$ cat config.mk
export PLATFORM = sky130hd
export DESIGN_NAME = clk_div_prog
export DESIGN_NICKNAME = d
export VERILOG_FILES = /design/src/rtl/clk_div_prog.sv
export SDC_FILE = /design/constraint.sdc
export NUM_CORES = 1
export LEC_CHECK = 0
export CAP_MARGIN = 0
export CORE_ASPECT_RATIO = 2
export CORE_UTILIZATION = 45
export DETAILED_ROUTE_END_ITERATION = 10
export PLACE_DENSITY = 0.79
export SYNTH_ARGS = -nofsm -noshare
export SYNTH_HDL_FRONTEND = slang
export SYNTH_SLANG_ARGS = --single-unit
$ cat constraint.sdc
create_clock -name ref_clock -period 4.9 [get_ports ref_clock]
set_input_delay 0.735 -clock ref_clock [delete_from_list [all_inputs] [get_ports ref_clock]]
set_output_delay 0.735 -clock ref_clock [all_outputs]
set_load 0.02 [all_outputs]
$ cat src/rtl/clk_div_prog.sv
// Runtime-programmable integer clock divider with rise/fall strobes usable as clock enables.
// Divisor changes and stop requests only take effect at period boundaries.
module clk_div_prog #(
    parameter int unsigned CNT_W       = 8,
    parameter int unsigned DEFAULT_DIV = 10
) (
    input  logic             ref_clock,
    input  logic             reset,
    input  logic             enable,
    input  logic             div_load,
    input  logic [CNT_W-1:0] div_in,
    output logic             clk_out,
    output logic             clk_rise,
    output logic             clk_fall,
    output logic [CNT_W-1:0] div_active,
    output logic             running,
    output logic             div_err
);

    localparam logic [CNT_W-1:0] DefDiv = CNT_W'(DEFAULT_DIV);
    localparam logic [CNT_W-1:0] MinDiv = CNT_W'(2);

    typedef enum logic [0:0] {StParked, StRun} state_t;

    state_t           state;
    logic [CNT_W-1:0] cnt;
    logic [CNT_W-1:0] div_pend;
    logic             pend;

    logic [CNT_W-1:0] n_next;
    logic [CNT_W-1:0] cnt_inc;
    logic [CNT_W:0]   h_cur;
    logic             wrap;

    always_comb begin
        // Divisor that governs a period starting on this edge.
        n_next  = pend ? div_pend : div_active;
        cnt_inc = cnt + 1'b1;
        // Extra bit keeps N+1 from overflowing at the maximum divisor.
        h_cur   = ({1'b0, div_active} + 1'b1) >> 1;
        wrap    = (cnt == div_active - 1'b1);
    end

    always_ff @(posedge ref_clock or posedge reset) begin
        if (reset) begin
            state      <= StParked;
            cnt        <= DefDiv - 1'b1;
            div_active <= DefDiv;
            div_pend   <= DefDiv;
            pend       <= 1'b0;
            clk_out    <= 1'b0;
            clk_rise   <= 1'b0;
            clk_fall   <= 1'b0;
            running    <= 1'b0;
            div_err    <= 1'b0;
        end else begin
            clk_rise <= 1'b0;
            clk_fall <= 1'b0;
            div_err  <= 1'b0;
            case (state)
                StParked: begin
                    div_active <= n_next;
                    pend       <= 1'b0;
                    if (enable) begin
                        state    <= StRun;
                        running  <= 1'b1;
                        cnt      <= '0;
                        clk_out  <= 1'b1;
                        clk_rise <= 1'b1;
                    end else begin
                        cnt     <= n_next - 1'b1;
                        clk_out <= 1'b0;
                    end
                end
                StRun: begin
                    if (wrap) begin
                        div_active <= n_next;
                        pend       <= 1'b0;
                        if (enable) begin
                            cnt      <= '0;
                            clk_out  <= 1'b1;
                            clk_rise <= 1'b1;
                        end else begin
                            // Park instead of starting a new period.
                            state   <= StParked;
                            running <= 1'b0;
                            cnt     <= n_next - 1'b1;
                            clk_out <= 1'b0;
                        end
                    end else begin
                        cnt      <= cnt_inc;
                        clk_out  <= ({1'b0, cnt_inc} < h_cur);
                        clk_fall <= ({1'b0, cnt_inc} == h_cur);
                    end
                end
                default: state <= StParked;
            endcase
            // Loads land after the boundary logic so a coinciding load waits a period.
            if (div_load) begin
                if (div_in >= MinDiv) begin
                    div_pend <= div_in;
                    pend     <= 1'b1;
                end else begin
                    div_err <= 1'b1;
                end
            end
        end
    end

endmodule

After elaboration in Yosys (flattened, before gate mapping)
Cells that the tools add are included.

word-level totals
  bits in registers = 31
  logic and storage cells = 49
  bits in writable memories = 0
  bits of input ports = 12
  bits in latches = 0
  output and inout port bits = 13
  memory bits (read-only) = 0
  memories kept = 0

cells by class
  multiplexer cells = 25
  equal/unequal tests = 5
  bitwise gates (word level) = 1
  magnitude comparators = 2
  multipliers = 0
  divide/modulo/power cells = 0
  $add $sub $neg = 4
  reduce and logical (&&, ||, !) cells = 2
  shifts and indexed selects = 0

operators by type and width
  operator               count
  $mux W8                4
  $pmux W8 S2            2
  $eq A8 B8 Y1           2
  $sub A8 B1 Y8 const B  2
  $mux W1                14
  $pmux W1 S2            5
  $add A8 B1 Y9 const B  1
  $add A8 B1 Y8 const B  1
  $ge A8 B2 Y1 const B   1
  $lt A8 B8 Y1           1
  $ne A2 B2 Y1 const B   2
  $reduce_and A3 Y1      1
  $ne A2 B1 Y1 const B   1
  $reduce_and A2 Y1      1
  $not A1 Y1             1

Depth between registers and ports, before layout
  depth in word-level cells = 6
  gate-level depth with buffers = 9
  depth with buffers taken out = 9

Worst setup path before layout
No wires, ideal clock.

  path type = register -> register
  from = register div_active[0]
  to = register clk_out
  slack = 2408 ps
  library setup time = 128 ps
  clock period less this slack = 2492 ps
  data arrival time = 2364 ps
  data required time = 4772 ps
  cell stages (with the launch flop) = 10
  buffers on the path = 2
  cell sequence = dfrtp_1 > buf_2 > inv_1 > ha_1 > xnor2_1 > a211oi_1 > o211ai_1 > o41ai_4 > buf_6 > mux2_1

between the ends
  cells in the longest elaborated chain, start to end = 4
  elaborated cells between the ends (all ways) = 6
  those cells by class = 2 x add/sub; 1 x order compare; 1 x eq/ne; 2 x mux

ends and longest elaborated chain
  item                                                   line    RTL
  from (decl)                                            15      output logic [CNT_W-1:0] div_active,
  from (signal assigned)                                 48      div_active <= DefDiv;
  from (signal assigned)                                 62      div_active <= n_next;
  from (signal assigned)                                 77      div_active <= n_next;
  $add A8 B1 Y9 / $sub A8 B1 Y8 (equally long branches)  40, 41
  $lt A8 B8 Y1 / $eq A8 B8 Y1 (equally long branches)    92, 41
  $mux W1 (*)                                            76      if (wrap) begin
  $pmux W1 S2 (*)                                        60      case (state)
  to (signal assigned)                                   92      clk_out <= ({1'b0, cnt_inc} < h_cur);
  to (decl)                                              12      output logic clk_out,

Mark *: on every way between the ends. The rest lies on a longest branch, timed or not.
A chain may end at the register's enable or synchronous reset.

Worst setup path after layout
  from = register div_active[0]
  to = register cnt[5]

between the ends
  cells in the longest elaborated chain, start to end = 5
  elaborated cells between the ends (all ways) = 7
  those cells by class = 2 x add/sub; 1 x eq/ne; 4 x mux

ends and longest elaborated chain
  item                  line    RTL
  $mux W8               37      n_next = pend ? div_pend : div_active;
  $sub A8 B1 Y8         71, 87
  $mux W8               64, 79
  $mux W8               76
  $pmux W8 S2 (*)       60
  to (signal assigned)  71      cnt <= n_next - 1'b1;
  to (signal assigned)  87      cnt <= n_next - 1'b1;
  to (signal assigned)  91      cnt <= cnt_inc;
  to (decl)             26      logic [CNT_W-1:0] cnt;

Marked as above.

==> qor.yml <==
combinational_power_share: 0.085
port_buffers: 24
critical_path.reg2reg.endpoint: "cnt[5]$_DFF_PP0_"
ys_seq_elements: 31
drtPass1Iterations: 4
first_pass_grt_wire_length_um: 7603
synth_cells: 214
gp_congestion: 0.9503
postRouteWirelength_um: 4518
vias: 1600
cap_viol_max_count: 0
detailed_place_hpwl_um: 3528
intPower_uw: 449.8
antenna_diode_count: 0
design.die.area_mm2: 0.004959
arrival_ps: 3320
tritoncts_clock_tree: "done"
grt_max_degree: 32
detail_route.vias_per_cell: 5.556
ir_drop_v: 0.0002210
antenna_found_initial: 0
cts_hold_repair.buffers: 0
avgRoutedWirePerCell_um: 15.69
clock_sinks: 31
rsz0062_at_grt: "false"
detail_route.drc_violations: 0
n_fill_cell: 426
timing.critical_path.to_type: "flop"
floorplan.initialDensity: 0.4745
period_needed_ps: 3136
worstSkewPairLatency_ps: 290
r2r.worst_path.cells: 8
cp.required_ps: 5080
static-leakage-power_nw: 1.123
overall_power_of_the_completed_layout_uw: 583.1
power_per_cell_area_mw_per_mm2: 237.3
seq_power_share: 0.460
floorplan.die.height_um: 98.60
netSwitchingFraction: 0.2286
crit_path_max_fanout: 12
ys_warn_count: 0
horizontal_die_dimension_um: 50.30
post_cts_buffers: 0
report.final.slew_viol_count: 0
worstReg2RegStart: "div_active[0]$_DFFE_PP0P_"
tightest_slew_ps: 1157
ctsHtreeMaxLevel: 2
layout-area-overhead-vs-synth_pct: 17.04
gr-usage-all-layers: 0.2078
clock_power_share: 0.455
core_mm2: 0.004424
timing.hold.worst.start: "div_pend[1]$_DFFE_PP1P_"
hold_viol: 0
floorplan.io_pins: 25
routed_antenna_nets: 0
regToRegSetupSlack_ps: 1760
synthesis.area_per_instance_um2: 9.811
synth_enable_flop_cells: 0
drt_iter0_drc: 53
synthDistinctLibCells: 39
timing.setup.critical_path_class: "flop to flop"
proportion_of_register_bits_with_asynchronous_set_or_reset_after_synthesis: 1.000
post_synth_instance_area_mm2: 0.002100
status: "complete, no violations"
cts_buffer_depth: 2
worst_clock_skew_ps: 10.42
cts_buffers: 5
net_sw_power_uw: 133.3
max_freq_mhz: 318.9
fin_crit_sh: 0.6400
finish.net_count: 257
site_rows: 34
tns_ps: 0
final_layout_size_suffix_gt1_frac: 0.08547
synth_flop_cell: "sky130_fd_sc_hd__dfrtp_1"
clk_pin_slew_ps: 70
kind_of_start_point_of_the_critical_path: "flop"
postCtsResizedCells: 0
final_global_route_overflow_total: 0
worstHoldPathCells: 2
ys_seq_area_frac: 0.3731
hold_class: "flop to flop"
first_global_vias: 1624
setup_viol: 0
timing.slew.headroom: 0.2279
cts_root_buf: "sky130_fd_sc_hd__clkbuf_8"
worst_hold_path_endpoint: "div_pend[1]$_DFFE_PP1P_"
synth.net_count: 238
cells in the final DEF, fill, tap and decap left out, drive strengths merged, types with 2 or more instances in the layout:
cell	count
a211oi	2
a21o	2
a21oi	5
a31oi	3
and2	2
and3	5
clkbuf	6
clkdlybuf4s50	24
dfrtp	25
dfstp	6
ha	12
inv	9
mux2	15
mux2i	11
nand2	26
nand2b	2
nand3	6
nand4	4
nor2	10
nor3	5
nor3b	5
nor4	3
o211ai	2
o21ai	6
xnor2	16
xor2	11
registers in the layout (all words and copies together), names as in the netlist:
signal	cells
running	1
clk_fall	1
state	1
cnt	8
pend	1
clk_rise	1
div_err	1
clk_out	1
div_pend	8
div_active	8
per-layer routing:
| layer | part of all wire | track usage | wire, um |
|---|---|---|---|
| met5 | 0 | 0 | 0 |
| met4 | 0.035 | 0.1175 | 156 |
| met3 | 0.034 | 0.04167 | 152 |
| met2 | 0.56 | 0.3703 | 2523 |
| met1 | 0.37 | 0.2178 | 1686 |
synthesized netlist by cell type (3+ instances only):
master	instances	area [um2]
sky130_fd_sc_hd__nand2_1	26	97.59
sky130_fd_sc_hd__dfrtp_1	25	625.6
sky130_fd_sc_hd__xnor2_1	16	140.1
sky130_fd_sc_hd__ha_1	12	150.1
sky130_fd_sc_hd__mux2_1	12	135.1
sky130_fd_sc_hd__mux2i_1	11	110.1
sky130_fd_sc_hd__xor2_1	11	96.34
sky130_fd_sc_hd__nor2_1	10	37.54
sky130_fd_sc_hd__inv_1	9	33.78
sky130_fd_sc_hd__buf_2	6	30.03
sky130_fd_sc_hd__dfstp_2	6	157.7
sky130_fd_sc_hd__nand3_1	6	30.03
sky130_fd_sc_hd__a21oi_1	5	25.02
sky130_fd_sc_hd__and3_1	5	31.28
sky130_fd_sc_hd__nor3b_1	5	37.54
sky130_fd_sc_hd__o21ai_0	5	25.02
sky130_fd_sc_hd__nand4_1	4	25.02
sky130_fd_sc_hd__nor3_1	4	20.02
sky130_fd_sc_hd__a31oi_1	3	18.77
sky130_fd_sc_hd__buf_4	3	22.52
sky130_fd_sc_hd__clkbuf_1	3	11.26
sky130_fd_sc_hd__mux2_2	3	33.78
sky130_fd_sc_hd__nor4_1	3	18.77
cells by family after synthesis:
group | synth area share
AND/OR/NAND/NOR | 0.1758
flip-flops | 0.3731
adder cells (fa/ha/maj) | 0.07151
buffers and inverters | 0.05185
XOR/XNOR | 0.1126
multiplexers | 0.1329
AO/OA/AOI/OAI | 0.08223
cell type report:
type | instances | area (um2) | area share
clock buffers | 6 | 82.58 | 0.03360
clock inverters | 2 | 35.03 | 0.01426
inverters | 9 | 33.78 | 0.01375
multi-input cells | 161 | 1207 | 0.4913
flip-flops and latches | 31 | 783.3 | 0.3187
well taps | 54 | 67.56 | 0.02749
repair buffers | 25 | 247.7 | 0.1008
worst max-delay path by stage:
stage / endpoint / depth (start not counted) / startpoint
after CTS: cnt[5]$_DFF_PP0_ / 8 / div_active[1]$_DFFE_PP1P_
after detailed placement: cnt[5]$_DFF_PP0_ / 8 / div_active[1]$_DFFE_PP1P_
final: cnt[5]$_DFF_PP0_ / 8 / div_active[0]$_DFFE_PP0P_
after global placement: clk_out$_DFF_PP0_ / 8 / div_active[1]$_DFFE_PP1P_
after global routing: div_active[7]$_DFFE_PP0P_ / 8 / div_active[0]$_DFFE_PP0P_
after floorplan: clk_out$_DFF_PP0_ / 9 / div_active[0]$_DFFE_PP0P_
worst max-delay path, cell delays in order (launching register included):
cell and delay (ps):
sky130_fd_sc_hd__dfrtp_1 530, sky130_fd_sc_hd__inv_1 140, sky130_fd_sc_hd__ha_1 300, sky130_fd_sc_hd__xnor2_1 160, sky130_fd_sc_hd__a211oi_1 280, sky130_fd_sc_hd__o211ai_1 210
sky130_fd_sc_hd__o41ai_4 730, sky130_fd_sc_hd__buf_4 330, sky130_fd_sc_hd__mux2_1 350
power by group through the flow:
| stage | combinational (mW) | clock [mW] | sequential (mW) |
|---|---|---|---|
| after detailed placement | 0.0495 | 0 | 0.273 |
| after CTS | 0.0500 | 0.267 | 0.268 |
| after global placement | 0.0488 | 0 | 0.273 |
| after global routing | 0.0553 | 0.280 | 0.269 |
| after floorplan | 0.0326 | 0 | 0.271 |
| final | 0.0496 | 0.266 | 0.268 |
stage by stage:
stage               setup slack (ps)  instances  area (um2)  hold slack [ps]    util
floorplan                       2408        214        2100            440.1       -
global placement                1968        280        2340            460.7  0.5288
detailed placement              1845        280        2340            458.9  0.5288
CTS                             1773        288        2457            469.1  0.5554
global route                    1612        288        2457            500.5  0.5554
finish                          1764        288        2457            466.4  0.5554
Note: power is estimated with default switching activity, not from simulation.
